[src/rtl/fwd_pkg.sv]
// Shared types for the operand forwarding controller:
// pipeline tag bundle and the operand-mux select encoding.
package fwd_pkg;

  localparam int FWD_RD_W = 8;

  typedef struct packed {
    logic                valid;
    logic [FWD_RD_W-1:0] rd;
    logic                reg_write;
    logic                mem_read;
  } fwd_tag_t;

  typedef enum logic [1:0] {
    FWD_RF     = 2'd0,
    FWD_MEM    = 2'd1,
    FWD_WB     = 2'd2,
    FWD_WBHOLD = 2'd3
  } fwd_sel_e;

  function automatic logic fwd_hit(
    input fwd_tag_t            t,
    input logic [FWD_RD_W-1:0] s
  );
    return t.valid & t.reg_write & (t.rd == s);
  endfunction

endpackage

[src/rtl/fwd_src_cmp.sv]
// One source specifier against the EX/MEM/WB tags:
// youngest-first select plus a load-in-EX hit flag.
module fwd_src_cmp
  import fwd_pkg::*;
#(
  parameter int REG_BITS = 5,
  parameter int ZERO_REG = 31
) (
  input  logic [REG_BITS-1:0] src,
  input  logic                used,
  input  fwd_tag_t            ex_t,
  input  fwd_tag_t            mem_t,
  input  fwd_tag_t            wb_t,
  output fwd_sel_e            sel,
  output logic                ld_hit
);

  logic [FWD_RD_W-1:0] s;
  logic                live;
  logic                hit_ex;
  logic                hit_mem;
  logic                hit_wb;

  assign s    = FWD_RD_W'(src);
  assign live = used & (src != REG_BITS'(ZERO_REG));

  assign hit_ex  = live & fwd_hit(ex_t, s);
  assign hit_mem = live & fwd_hit(mem_t, s);
  assign hit_wb  = live & fwd_hit(wb_t, s);

  assign ld_hit = hit_ex & ex_t.mem_read;

  // youngest producer wins
  always_comb begin
    sel = FWD_RF;
    if (hit_ex)
      sel = FWD_MEM;
    else if (hit_mem)
      sel = FWD_WB;
    else if (hit_wb)
      sel = FWD_WBHOLD;
  end

endmodule

[src/rtl/operand_fwd_ctrl.sv]
// EX operand forwarding select and load-use stall generator.
// Optional stall counter enabled by FWD_STALL_CNT_EN.
module operand_fwd_ctrl
  import fwd_pkg::*;
#(
  parameter int REG_BITS  = 5,
  parameter int ZERO_REG  = 31,
  parameter int CNT_WIDTH = 32
) (
  input  logic                 clk,
  input  logic                 rst_n,
  input  logic                 dec_valid,
  input  logic [REG_BITS-1:0]  dec_rn,
  input  logic [REG_BITS-1:0]  dec_rm,
  input  logic                 dec_rn_used,
  input  logic                 dec_rm_used,
  input  logic [REG_BITS-1:0]  dec_rd,
  input  logic                 dec_reg_write,
  input  logic                 dec_mem_read,
  input  logic                 flush,
  output logic                 stall,
  output logic                 ex_valid,
  output logic [1:0]           ex_sel_a,
  output logic [1:0]           ex_sel_b,
  output logic [CNT_WIDTH-1:0] stall_cnt
);

  fwd_tag_t ex_t_q, ex_t_d;
  fwd_tag_t mem_t_q;
  fwd_tag_t wb_t_q;
  fwd_sel_e ex_sel_a_q, ex_sel_a_d;
  fwd_sel_e ex_sel_b_q, ex_sel_b_d;
  fwd_sel_e sel_a;
  fwd_sel_e sel_b;
  logic     ld_a;
  logic     ld_b;
  logic     issue;

  fwd_src_cmp #(
    .REG_BITS(REG_BITS),
    .ZERO_REG(ZERO_REG)
  ) u_cmp_a (
    .src   (dec_rn),
    .used  (dec_rn_used),
    .ex_t  (ex_t_q),
    .mem_t (mem_t_q),
    .wb_t  (wb_t_q),
    .sel   (sel_a),
    .ld_hit(ld_a)
  );

  fwd_src_cmp #(
    .REG_BITS(REG_BITS),
    .ZERO_REG(ZERO_REG)
  ) u_cmp_b (
    .src   (dec_rm),
    .used  (dec_rm_used),
    .ex_t  (ex_t_q),
    .mem_t (mem_t_q),
    .wb_t  (wb_t_q),
    .sel   (sel_b),
    .ld_hit(ld_b)
  );

  assign stall = dec_valid & ~flush & (ld_a | ld_b);
  assign issue = dec_valid & ~flush & ~stall;

  // next EX tag and selects; flush, stall and idle all give a bubble
  always_comb begin
    ex_t_d     = '0;
    ex_sel_a_d = FWD_RF;
    ex_sel_b_d = FWD_RF;
    if (issue) begin
      ex_t_d.valid     = 1'b1;
      ex_t_d.rd        = FWD_RD_W'(dec_rd);
      ex_t_d.reg_write = dec_reg_write;
      ex_t_d.mem_read  = dec_mem_read;
      ex_sel_a_d       = sel_a;
      ex_sel_b_d       = sel_b;
    end
  end

  // tag pipeline and registered selects
  always_ff @(posedge clk or negedge rst_n) begin
    if (!rst_n) begin
      ex_t_q     <= '0;
      mem_t_q    <= '0;
      wb_t_q     <= '0;
      ex_sel_a_q <= FWD_RF;
      ex_sel_b_q <= FWD_RF;
    end else begin
      ex_t_q     <= ex_t_d;
      mem_t_q    <= ex_t_q;
      wb_t_q     <= mem_t_q;
      ex_sel_a_q <= ex_sel_a_d;
      ex_sel_b_q <= ex_sel_b_d;
    end
  end

  assign ex_valid = ex_t_q.valid;
  assign ex_sel_a = ex_sel_a_q;
  assign ex_sel_b = ex_sel_b_q;

`ifdef FWD_STALL_CNT_EN
  logic [CNT_WIDTH-1:0] cnt_q, cnt_d;

  // saturating stall-cycle count
  always_comb begin
    cnt_d = cnt_q;
    if (stall && (cnt_q != '1))
      cnt_d = cnt_q + 1'b1;
  end

  // counter state
  always_ff @(posedge clk or negedge rst_n) begin
    if (!rst_n)
      cnt_q <= '0;
    else
      cnt_q <= cnt_d;
  end

  assign stall_cnt = cnt_q;
`else
  assign stall_cnt = '0;
`endif

endmodule
[config.mk]
export PLATFORM = sky130hd
export DESIGN_NAME = operand_fwd_ctrl
export DESIGN_NICKNAME = d
export VERILOG_FILES = /design/src/rtl/fwd_pkg.sv /design/src/rtl/fwd_src_cmp.sv /design/src/rtl/operand_fwd_ctrl.sv
export SDC_FILE = /design/constraint.sdc
export NUM_CORES = 1
export LEC_CHECK = 0
export CAP_MARGIN = 30
export CORE_MARGIN = 10
export CORE_UTILIZATION = 44
export DETAILED_ROUTE_END_ITERATION = 8
export PLACE_DENSITY_LB_ADDON = 0.08
export SLEW_MARGIN = 10
export SYNTH_ARGS = -nofsm -noshare
export SYNTH_HDL_FRONTEND = slang
export SYNTH_HIERARCHICAL = 1
export SYNTH_SLANG_ARGS = --single-unit
[constraint.sdc]
create_clock -name clk -period 2.3 [get_ports clk]
set_clock_uncertainty 0.1 [all_clocks]
set_input_delay 0.46 -clock clk [delete_from_list [all_inputs] [get_ports clk]]
set_output_delay 0.46 -clock clk [all_outputs]
set_load 0.01 [all_outputs]
After elaboration in Yosys (flattened, before gate mapping)
Index checks and enable logic that the tools add are counted.
- flip-flop bits (word level): 35
- bits of input ports: 23
- word-level logic and storage cells: 54
- output and inout port bits: 38
- multiplexer cells: 9
- equality and inequality tests: 8
- bitwise gates (word level): 25
- operator list (kind ; count):
    == test 8 x 5 -> 1 bit ; 6
    AND 1 bit ; 22
    two-way mux 2 bit ; 8
    two-way mux 11 bit ; 1
    != test 5 bit (second input constant) ; 2
    inverter 1 bit ; 2
    OR 1 bit ; 1

Depth between registers and ports, before layout
Gate-level depths: netlist of the first run.
- depth in word-level cells: 9
- mapped depth: 7
- gate-level depth less buffers: 6

Modules after synthesis
The synthesis of the first run kept the hierarchy.
- by module, submodules not included (module ; times used ; seq. area each (um^2) ; cells an instance ; area each (um^2)):
    operand_fwd_ctrl ; 1 ; 700.7 ; 76 ; 1059.8
    fwd_src_cmp ; 2 ; 0.0 ; 34 ; 277.8

Worst setup path before layout of the first run
No wires, ideal clock.
- path type: in2out
- start: input port dec_rm[0]
- end: output port stall
- stages: 6
- data required time: 1740 ps
- slack: 177 ps
- buffers on the path: 0
- arrival time: 1563 ps
- cell sequence: xor2_1 nor3_1 and4_1 and2_1 nor2_1 nor3b_1
- cells in the longest elaborated chain, start to end: 6
- elaborated cells on any way between the ends: 8
- those cells by class: 2 x eq/ne; 6 x bitwise
- RTL lines (what ; RTL line ; text):
    start: declaration ; operand_fwd_ctrl.sv:14 ; input logic [REG_BITS-1:0] dec_rm,
    == test 8 x 5 -> 1 bit / != test 5 bit (equally long branches) ; fwd_pkg.sv:25, fwd_src_cmp.sv:25 ;
    AND 1 bit (on tied branches) ; fwd_pkg.sv:25, fwd_src_cmp.sv:25 ;
    AND 1 bit (*) ; fwd_src_cmp.sv:27 ; assign hit_ex = live & fwd_hit(ex_t, s);
    AND 1 bit (*) ; fwd_src_cmp.sv:31 ; assign ld_hit = hit_ex & ex_t.mem_read;
    net ld_b ; operand_fwd_ctrl.sv:36 ; logic ld_b;
    OR 1 bit (*) ; operand_fwd_ctrl.sv:65 ; assign stall = dec_valid & ~flush & (ld_a | ld_b);
    AND 1 bit (*) ; operand_fwd_ctrl.sv:65 ;
    end: declaration ; operand_fwd_ctrl.sv:21 ; output logic stall,
Mark *: on every way through the listed nets, which the timed path passes. The rest lies on a longest branch.

Worst setup path in the final report of the first run
- start: input port dec_rm_used
- end: output port stall
- cells in the longest elaborated chain, start to end: 5
- RTL lines (what ; RTL line ; text):
    start: declaration ; operand_fwd_ctrl.sv:16 ; input logic dec_rm_used,
    AND 1 bit ; fwd_src_cmp.sv:25 ; assign live = used & (src != REG_BITS'(ZERO_REG));
    AND 1 bit ; fwd_src_cmp.sv:27 ;
    AND 1 bit ; fwd_src_cmp.sv:31 ;
    net ld_b ; operand_fwd_ctrl.sv:36 ;
    OR 1 bit ; operand_fwd_ctrl.sv:65 ;
    AND 1 bit ; operand_fwd_ctrl.sv:65 ;
The timed path passes the listed nets, and every way through them passes these cells.

==> impl_metrics.ini, run 1 <==
[timing]
report.final.slew_viol_count = 0
fin_crit_ns = 2.43
final.period_utilization = 1.06
fmax_ghz = 0.411
finalSetupTns_ns = -0.135
fin_hold_ws_ns = 0.319
setup_viol = 1
finalHoldViolCount = 0
setup_ws_ns = -0.135
rsz0062_at_grt = yes

[drt]
viasPerCell = 4.35
ant_nets = 0
drt-total-wl_mm = 3.49
avgRoutedWirePerCell_um = 13.3
drtIter0Drc = 43
dr.pass1.iters = 4
dr_total_vias = 1144
drcViolationCount = 0

[layout]
n_antenna_cell = 0
fin_util = 0.610
area_delta_synth_final_pct = 32.1
nets = 241
fin_cells = 263
drive_gt1_frac = 0.194

[min_path]
holdCritPathClass = register to register
min_path_cells = 0

[grt]
grtUsageMet3 = 0.0338
grt_max_degree = 27
top_usage_layer = met2
antenna_found_initial = 0
globalRouteTotalUtil = 0.110
gr-usage-met2 = 0.189
first_global_vias = 1223
grt_pass1_wl_mm = 5.65
overflow = 0
grtUsageMet1 = 0.127

[die]
fp.dieW_um = 79.6
rows = 21
core_um2 = 3390
dieHeight_um = 79.6
io_pins = 61
start_util = 0.462
die_area_um2 = 6340

[pwr]
peakVddDrop_uv = 250
p_comb_frac = 0.196
power_switching_uw = 245
power.density_nw_per_um2 = 433
p_clk_frac = 0.261
power_uw = 895
p_leak_uw = 0.00107
intPower_uw = 649
pwr-share-seq = 0.544
swShare = 0.274

[clock_network]
path_clk_slew_ns = 0.14
cts-htree-levels = 1
clock_latency_ns = 0.32
numCtsBuffers = 3
cts.sink_count = 26
cts_hold_buf = 0
cts_tree = done
clockRootBuffer = clkbuf_4
cts_buffer_depth = 2

[synth]
synth_cells = 142
syn_avg_cell_area_um2 = 11.0
syn_area_um2 = 1570
yosys_warnings = 6

[setup_path]
slowest_stage = clkdlybuf4s50_1
critPathMaxStageDelay_ns = 0.49
crit_path_start_kind = input port
critical_path.endpoint_type = output port
path_cells = clkdlybuf4s50_1 > o21a_1 > and4_1 > and2_1 > nor2_2 > nor3b_2 > buf_2
arrival_ns = 1.87
cp.required_ns = 1.74
crit_type = input port to output port
worstRegToRegCells = 10
cp_max_fo = 2

[placement]
dp_cells = 255
io_buffers = 28
place_congestion = 0.871
hpwl_mm = 2.91

[run]
max-cap-violations = 0

[run_status]
status = complete, but fails checks
violations = setup timing
-- area by class of cell --
| type | instances | area, µm² |
|---|---|---|
| clock buffers | 4 | 36.3 |
| well taps | 46 | 57.6 |
| multi-input cells | 132 | 857 |
| repair buffers | 55 | 467 |
| fillers | 293 | 1320 |
| flip-flops and latches | 26 | 651 |
-- per-stage QoR --
stage          area [µm²]  worst slack, ns
6_report             2070           -0.135
5_1_grt              2070           -0.252
4_1_cts              2050           -0.155
3_5_place_dp         2010           -0.852
3_3_place_gp         2010           -0.760
2_1_floorplan        1750            0.177
-- power by group through the flow --
stage	Clock (µW)	Combinational, µW	Sequential (µW)
after global routing	260	194	490
after floorplan	0	125	492
after global placement	0	175	494
after detailed placement	0	177	495
final	233	175	486
after CTS	246	172	487
-- routing by layer --
layer / share of wire / up-vias
li1: - / 545
met1: 0.38 / 540
met2: 0.49 / 53
met3: 0.12 / 6
met4: 0.014 / 0
met5: 0 / -
-- flip-flops by register name, indices dropped and copies added (netlist names) --
name      count
ex_sel_a      2
wb_t_q        7
ex_valid      1
mem_t_q       7
ex_sel_b      2
ex_t_q        7
-- final timing paths --
kind,start,endpoint,slack [ns]
worst max-delay path,dec_rm_used,stall,-0.13
worst min-delay path,ex_t_q[1],mem_t_q[1],0.32
worst max register to register,ex_t_q[6],ex_t_q[1],0.15
worst min register to register,ex_t_q[1],mem_t_q[1],0.32
max in group asynchronous,rst_n,ex_t_q[0],1.46
min in group asynchronous,rst_n,ex_t_q[3],0.38
-- repair_timing --
action,4_1_cts,5_1_grt
gates resized for setup,16,2
pin swaps,6,4
endpoints found under the setup margin,1,1
setup buffers,2,2
-- layout by cell type, fill, tap and decap left out, types with 2 or more instances in the layout --
cell type        instances
clkbuf_4                 3
a41o_1                   2
a21oi_2                  2
and2_1                  12
buf_4                   27
nand3_1                  4
and4_1                   2
nor4_1                   4
nor2_1                   2
nor3b_1                  4
nand4_1                  2
o21a_1                   2
xor2_1                  30
nor4_4                   2
dfrtp_1                 26
nand2_1                  4
clkdlybuf4s50_1         17
nor4b_2                  2
dlygate4sd2_1            9
nor3_1                   2
conb_1                  50
or3b_1                   2
-- worst max-delay path: cells and delay by family --
kind,cells,cell delay [ns]
buffers and inverters,2,0.64
AND/OR/NAND/NOR,4,0.61
AO/OA/AOI/OAI,1,0.16
Note: power is estimated with default switching activity, not from simulation.
==> run 2: changes to the inputs <==
--- a/config.mk
+++ b/config.mk
@@ -6,9 +6,11 @@
 export NUM_CORES = 1
 export LEC_CHECK = 0
 export CAP_MARGIN = 30
-export CORE_MARGIN = 10
+export CORE_ASPECT_RATIO = 1.75
+export CORE_MARGIN = 3
 export CORE_UTILIZATION = 44
 export DETAILED_ROUTE_END_ITERATION = 8
+export GPL_TIMING_DRIVEN = 1
 export PLACE_DENSITY_LB_ADDON = 0.08
 export SLEW_MARGIN = 10
 export SYNTH_ARGS = -nofsm -noshare
==> impl_metrics.ini, run 2 (same netlist as run 1, synthesis figures left out) <==
[setup_path]
critical_path.endpoint_type = output port
rr_startpoint = ex_t_q[5]
crit_type = register to output port
cp.required_ns = 1.74
reg2reg_setup_slack_ns = 0.30
worstRegToRegCells = 9
cp_max_fo = 3
crit_path_start_kind = register
r2r_end = ex_sel_b[1]
arrival_ns = 1.78

[die]
fp.dieW_um = 51.1
rows = 28
core_um2 = 3400
io_pins = 61
start_util = 0.461
dieHeight_um = 84.9
die_area_um2 = 4340

[placement]
post-place-ws_ns = -0.738
place_area_um2 = 2010
io_buffers = 28
dp_cells = 254
place_congestion = 0.820
hpwl_mm = 2.66

[drt]
dr.pass1.iters = 4
avgRoutedWirePerCell_um = 12.5
drt-total-wl_mm = 3.31
ant_nets = 0
viasPerCell = 4.22
dr_total_vias = 1114
drtIter0Drc = 19
drcViolationCount = 0

[layout]
final_common_cell = conb_1
nets = 243
area_delta_synth_final_pct = 36.2
layout_common_cells = conb_1, xor2_1, buf_4, dfrtp_1, clkdlybuf4s50_1
n_antenna_cell = 0
drive_gt1_frac = 0.215
fin_cells = 264
largestRegisters = ex_t_q (7), mem_t_q (7), wb_t_q (7)
final_area_um2 = 2130

[pwr]
p_comb_frac = 0.173
power.density_nw_per_um2 = 487
power_switching_uw = 249
peakVddDrop_uv = 600
swShare = 0.240
intPower_uw = 790
p_leak_uw = 0.00109
p_clk_frac = 0.359
power_uw = 1040
pwr-share-seq = 0.469

[clock_network]
cts_buffer_depth = 2
cts_tree = done
cts-htree-levels = 1
path_clk_slew_ns = 0.09
clockRootBuffer = clkbuf_8
numCtsBuffers = 3
cts.sink_count = 26
clock_latency_ns = 0.27

[timing]
fin_hold_ws_ns = 0.311
fin_crit_ns = 2.34
finalHoldViolCount = 0
rsz0062_at_grt = yes
report.final.slew_viol_count = 0
final.period_utilization = 1.02
fmax_ghz = 0.428
setup_ws_ns = -0.0369
setup_viol = 1

[grt]
grt_pass1_wl_mm = 5.33
overflow = 0
globalRouteTotalUtil = 0.164
first_global_vias = 1111
grt_max_degree = 27
antenna_found_initial = 0

[min_path]
min_from = mem_t_q[1]
min_path_cells = 0
hold_end = wb_t_q[1]
holdCritPathClass = register to register

[run_status]
status = complete, but fails checks
violations = setup timing

[run]
max-cap-violations = 0
## run 2: power groups by stage
stage | clock (µW) | combinational [µW] | sequential, µW
after floorplan | 0 | 125 | 492
after global placement | 0 | 175 | 495
after detailed placement | 0 | 176 | 497
after CTS | 388 | 179 | 487
after global routing | 407 | 198 | 489
final | 372 | 179 | 487
## run 2: layout make-up
type                    count  area, µm²
clock inverters             1       30.0
fillers                   311       1270
multi-input cells         132        860
repair buffers             57        494
flip-flops and latches     26        651
clock buffers               3       41.3
well taps                  45       56.3
## run 2: how the worst max path moves through the flow
stage | startpoint | to | slack, ns | depth (start not counted)
2_1_floorplan | dec_rm[0] | stall | 0.18 | 6
3_3_place_gp | dec_rm[4] | stall | -0.72 | 8
3_5_place_dp | dec_rm[0] | stall | -0.74 | 8
4_1_cts | ex_t_q[4] | stall | -0.10 | 7
5_1_grt | ex_t_q[6] | stall | -0.19 | 7
6_report | ex_t_q[6] | stall | -0.04 | 7
## run 2: timing repair
| item | in CTS | in global routing |
|---|---|---|
| gates resized for setup | 27 | 2 |
| cloned | 0 | 0 |
| pin swaps | 12 | 4 |
| endpoints found under the setup margin | 10 | 1 |
| buffers inserted | 5 | 1 |
| hold buffers | 0 | 0 |
## run 2: through the flow
stage	setup TNS, ns	utilization
floorplan	0	-
detailed placement	-3.99	0.591
global placement	-3.69	0.591
global route	-0.191	0.627
finish	-0.0369	0.627
CTS	-0.102	0.623
## run 2: routing by layer
metal / up-vias / GRT usage / wire (µm)
li1: 547 / - / -
met1: 523 / 0.181 / 1110
met2: 37 / 0.304 / 1960
met3: 7 / 0.0176 / 167
met4: 0 / 0.0686 / 63
met5: - / 0 / 0
## run 2: worst max-delay path: stages, from the launching register on
cell and delay (ns):
dfrtp_1 0.43, xor2_1 0.16, nor3_1 0.17, and4_1 0.25
and2_4 0.16, nor2_2 0.04, nor3b_2 0.14, buf_2 0.15
==> run 3: changes to the inputs <==
--- a/config.mk
+++ b/config.mk
@@ -17,3 +17,4 @@
 export SYNTH_HDL_FRONTEND = slang
 export SYNTH_HIERARCHICAL = 1
 export SYNTH_SLANG_ARGS = --single-unit
+export TNS_END_PERCENT = 5
==> results of run 3 <==
Same layout as run 2: the final DEF is identical, and so are final timing and power.
